File: config.mk
export PLATFORM = sky130hd
export DESIGN_NAME = drum_audio_bridge
export DESIGN_NICKNAME = d
export VERILOG_FILES = /design/src/rtl/drum_audio_bridge.sv
export SDC_FILE = /design/constraint.sdc
export NUM_CORES = 1
export LEC_CHECK = 0
export ABC_AREA = 1
export BUFFER_PORTS_ARGS = -buffer_cell sky130_fd_sc_hd__buf_2
export CORE_UTILIZATION = 56
export CTS_BUF_LIST = sky130_fd_sc_hd__clkbuf_8
export CTS_CLUSTER_DIAMETER = 40
export CTS_CLUSTER_SIZE = 40
export DETAILED_ROUTE_END_ITERATION = 8
export PLACE_DENSITY = 0.81
export SETUP_SLACK_MARGIN = 0.05
export SLEW_MARGIN = 15
export SYNTH_ARGS = -nofsm -noshare
export SYNTH_HDL_FRONTEND = slang
export SYNTH_SLANG_ARGS = --single-unit
File: constraint.sdc
create_clock -name clk -period 1.7 [get_ports clk]
set_input_delay 0.34 -clock clk [delete_from_list [all_inputs] [get_ports clk]]
set_output_delay 0.34 -clock clk [all_outputs]
set_load 0.005 [all_outputs]
File: src/rtl/drum_audio_bridge.sv
// Bridges the drum column array to the stereo audio FIFOs: captures the center node once per
// iteration, writes it left then right, and re-arms the columns for the next time step.
module drum_audio_bridge #(
  parameter int unsigned AUDIO_SHIFT = 14,
  parameter int unsigned MIN_SPACE   = 1
) (
  input  logic        clk,
  input  logic        reset,
  input  logic [17:0] center_node,
  input  logic        columns_done,
  input  logic [7:0]  fifo_space_left,
  input  logic [7:0]  fifo_space_right,
  output logic [31:0] audio_data,
  output logic        audio_write_left,
  output logic        audio_write_right,
  output logic        iteration_enable,
  output logic [15:0] iter_cycles,
  output logic [31:0] sample_count,
  output logic [31:0] stall_cycles
);

  localparam logic [2:0] StWaitDone  = 3'd0;
  localparam logic [2:0] StCapture   = 3'd1;
  localparam logic [2:0] StWaitSpace = 3'd2;
  localparam logic [2:0] StWriteL    = 3'd3;
  localparam logic [2:0] StWriteR    = 3'd4;
  localparam logic [2:0] StStart     = 3'd5;
  localparam logic [2:0] StArm       = 3'd6;

  localparam logic [7:0] MinSpace = 8'(MIN_SPACE);

  logic [2:0]  state_q, state_d;
  logic [15:0] run_cnt_q, run_cnt_d;
  logic [1:0]  arm_cnt_q, arm_cnt_d;
  logic        repulse_q, repulse_d;
  logic [31:0] audio_data_q, audio_data_d;
  logic [15:0] iter_cycles_q, iter_cycles_d;
  logic [31:0] sample_count_q, sample_count_d;
  logic [31:0] stall_cycles_q, stall_cycles_d;
  logic        wr_left_q, wr_left_d;
  logic        wr_right_q, wr_right_d;
  logic        enable_q, enable_d;

  logic signed [31:0] center_ext;
  logic [31:0]        center_scaled;
  logic [15:0]        run_inc;
  logic               space_ok;

  assign center_ext    = {{14{center_node[17]}}, center_node};
  assign center_scaled = center_ext <<< AUDIO_SHIFT;
  assign run_inc       = (run_cnt_q == 16'hFFFF) ? run_cnt_q : run_cnt_q + 16'd1;
  assign space_ok      = (fifo_space_left >= MinSpace) && (fifo_space_right >= MinSpace);

  always_comb begin
    state_d        = state_q;
    run_cnt_d      = run_cnt_q;
    arm_cnt_d      = arm_cnt_q;
    repulse_d      = repulse_q;
    audio_data_d   = audio_data_q;
    iter_cycles_d  = iter_cycles_q;
    sample_count_d = sample_count_q;
    stall_cycles_d = stall_cycles_q;
    case (state_q)
      StWaitDone: begin
        if (columns_done) begin
          iter_cycles_d = run_cnt_q;
          run_cnt_d     = 16'd0;
          state_d       = StCapture;
        end else begin
          run_cnt_d = run_inc;
        end
      end
      StCapture: begin
        audio_data_d = center_scaled;
        state_d      = StWaitSpace;
      end
      StWaitSpace: begin
        if (space_ok) state_d = StWriteL;
        else          stall_cycles_d = stall_cycles_q + 32'd1;
      end
      StWriteL: state_d = StWriteR;
      StWriteR: begin
        sample_count_d = sample_count_q + 32'd1;
        state_d        = StStart;
      end
      StStart: begin
        // A re-pulse keeps timing the same iteration rather than restarting the count.
        run_cnt_d = repulse_q ? run_inc : 16'd1;
        repulse_d = 1'b0;
        arm_cnt_d = 2'd0;
        state_d   = StArm;
      end
      StArm: begin
        run_cnt_d = run_inc;
        if (!columns_done) begin
          state_d = StWaitDone;
        end else if (arm_cnt_q == 2'd3) begin
          repulse_d = 1'b1;
          state_d   = StStart;
        end else begin
          arm_cnt_d = arm_cnt_q + 2'd1;
        end
      end
      default: state_d = StWaitDone;
    endcase
  end

  // Strobes are registered from the next state so they align exactly with their states.
  always_comb begin
    wr_left_d  = (state_d == StWriteL);
    wr_right_d = (state_d == StWriteR);
    enable_d   = (state_d == StStart);
  end

  always_ff @(posedge clk) begin
    if (!reset) begin
      state_q        <= StWaitDone;
      run_cnt_q      <= 16'd0;
      arm_cnt_q      <= 2'd0;
      repulse_q      <= 1'b0;
      audio_data_q   <= 32'd0;
      iter_cycles_q  <= 16'd0;
      sample_count_q <= 32'd0;
      stall_cycles_q <= 32'd0;
      wr_left_q      <= 1'b0;
      wr_right_q     <= 1'b0;
      enable_q       <= 1'b0;
    end else begin
      state_q        <= state_d;
      run_cnt_q      <= run_cnt_d;
      arm_cnt_q      <= arm_cnt_d;
      repulse_q      <= repulse_d;
      audio_data_q   <= audio_data_d;
      iter_cycles_q  <= iter_cycles_d;
      sample_count_q <= sample_count_d;
      stall_cycles_q <= stall_cycles_d;
      wr_left_q      <= wr_left_d;
      wr_right_q     <= wr_right_d;
      enable_q       <= enable_d;
    end
  end

  assign audio_data        = audio_data_q;
  assign audio_write_left  = wr_left_q;
  assign audio_write_right = wr_right_q;
  assign iteration_enable  = enable_q;
  assign iter_cycles       = iter_cycles_q;
  assign sample_count      = sample_count_q;
  assign stall_cycles      = stall_cycles_q;

endmodule
==> impl_metrics.ini <==
[timing]
finalWorstPathRequiredPeriod_ns = 1.54
hold_viol = 0
setup_slack_ns = 0.162
finClkSkew_ns = 0.0115
fin_tns_setup_ns = 0
rsz0062_at_grt = yes
drv_slew = 0
setup_viol_count_final = 0
finalCritPeriodShare_pct = 90.4
fmax_mhz = 650

[hold_path]
hold_path.class = primary input to flip-flop

[synthesis]
async_flop_share_pct = 0
synth_cells = 1022
syn_area_per_cell_um2 = 6.31
synth.largest_area_cell = dfxtp_1
synth.most_common_cell = nand2_1
yosys_most_used_dff = dfxtp_1
ys_ff_latch = 123
synth.cell_area_mm2 = 0.00645
synthTopCellsByArea = dfxtp_1 38%, nand2_1 20%, nor2_1 13%
seq_area_frac_synth_pct = 38.2
synth.top_cell.area_share_pct = 38.2
synth-edff-count = 0
ys_top_cells_by_count = 339 x nand2_1, 223 x nor2_1, 123 x dfxtp_1
post_synth_num_cell_types = 34
yosysWarnings = 0

[grt]
grt_remaining_overflow = 0
grtUsageTotal_pct = 29.2
grt_max_degree = 41
grt_antenna_before_repair = 0
grt_pass1_vias = 6228
grt_pass1_wl_mm = 27.9

[placed_design]
dp_hpwl_mm = 12.3
numPortBuffers = 137
gp_congestion = 0.879
post-place-ws_ns = 0.0433
post-place-cells = 1309

[cts]
numClockSinks = 123
ctsLongestPathBuffers = 2
cts_made_buffers = 17
post_cts_buffers = 0
clk_pin_slew_ns = 0.08
worstSkewPairLatency_ns = 0.44
cts_htree_levels = 4
clock-root-buffer = clkbuf_8
cts_tree = done

[critical_path]
crit_fanout = 31
arrival_ns = 1.86
crit_path_cell_trace = inv_1 > nor3_2 > inv_1 > nor2_2 > inv_1 > buf_4 > o21ai_1 > a21oi_1
end_kind = flip-flop
critPathRequiredTime_ns = 2.02
worstSetupPathType = flip-flop to flip-flop
cp_common_cell = inv_1
worst_setup_path_start_kind = flip-flop
critPathMaxStageDelay_ns = 0.38
cpMaxStageDelayCell = dfxtp_2

[drt]
drc = 0
drt_iter0_markers = 450
wl_mm = 16.8
wl_per_cell_um = 12.5
viasPerCell = 5.16
antenna_left = 0
first_pass_iters = 5
via_count = 6919

[floorplan]
die_area_mm2 = 0.0120
die_h_um = 109
die_w_um = 109
core_area_mm2 = 0.0110
io_pins = 152
start_util_pct = 58.5
fp-row-count = 38

[layout]
nets = 1229
area_growth_pct = 23.4
diodes = 0
stdcell_count = 1341
final_util_pct = 72.2
drive_gt1_share_pct = 21.0

[status]
outcome = finished, final reports clean

[pwr]
ir_drop_mv = 0.932
power.leakage_uw = 0.00346
power_density_mw_per_mm2 = 833
finalPower_uw = 6630

[run]
max_cap_violations = 0
[per-layer routing]
| layer | global-route usage, % | wire [um] |
|---|---|---|
| met5 | 0 | 0 |
| met3 | 6.34 | 832 |
| met1 | 37.2 | 7610 |
| met2 | 49.1 | 8030 |
| met4 | 9.14 | 322 |
[sequential cells by signal, summed over array words and instances (netlist names), 2 cells and up]
| register | cells |
|---|---|
| arm_cnt_q | 2 |
| audio_data | 18 |
| stall_cycles | 32 |
| state_q | 3 |
| sample_count | 32 |
| iter_cycles | 16 |
| run_cnt_q | 16 |
[per-stage QoR]
stage               instance area [um2]  hold slack, ns
floorplan                          6500           0.440
global placement                   7430           0.453
detailed placement                 7430           0.465
CTS                                7840          0.0998
global route                       7960          0.0969
finish                             7960           0.118
[final cells by class]
type,instances,area (um2)
Inverter,64,240
Timing Repair Buffer,173,981
Sequential cell,123,2480
Tap cell,140,175
Clock buffer,17,234
Clock inverter,15,173
Fill cell,987,3070
Multi-Input combinational cell,809,3680
[path summary, 6_finish.rpt]
kind	end	from	slack [ns]	cells after the start
worst min-delay path	audio_data[16]	center_node[2]	0.12	3
worst max-delay path	stall_cycles[0]	state_q[1]	0.16	8
worst max register to register	stall_cycles[0]	state_q[1]	0.16	8
worst min register to register	repulse_q	repulse_q	0.47	2
[layout by cell type (no fill, tap or decap), drive strengths merged]
cell	count
conb	14
nand3	24
clkinvlp	1
nand3b	23
a211oi	2
o21bai	2
clkbuf	17
a31oi	2
clkinv	5
nor2	232
xnor2	6
o21ai	51
buf	173
and3	2
o21a	1
dfxtp	123
inv	70
nor3b	2
nand4	12
ha	4
xor2	14
nand2	342
bufinv	3
a21oi	68
nor3	8
[power breakdown]
group | internal [uW] | switching, uW
Sequential | 3040 | 95.4
Combinational | 312 | 495
Clock | 1450 | 1240
Total | 4800 | 1830
[kinds of logic (layout without fill, tap and decap cells)]
kind of cell             Yosys count  count (layout)  share of synthesized area, %
AO/OA/AOI/OAI                    126             126                          10.2
XOR/XNOR                          20              20                          2.71
adder cells (fa/ha/maj)            4               4                         0.776
buffers and inverters            103             269                          7.17
flip-flops                       123             123                          38.2
other                              1              14                        0.0581
AND/OR/NAND/NOR                  645             645                          40.9
[critical path, delay by kind of cell (launching register included)]
family / cells / cell delay, ns
flops: 1 / 0.38
buf+inv: 4 / 0.48
compound gates: 2 / 0.23
simple gates: 2 / 0.30
[timing repair]
action	4_1_cts	5_1_grt
gates resized for setup	1	37
endpoints found under the hold margin	0	0
pin swaps	0	4
endpoints found under the setup margin	2	64
hold buffers	0	0
Note: power is estimated with default switching activity, not from simulation.
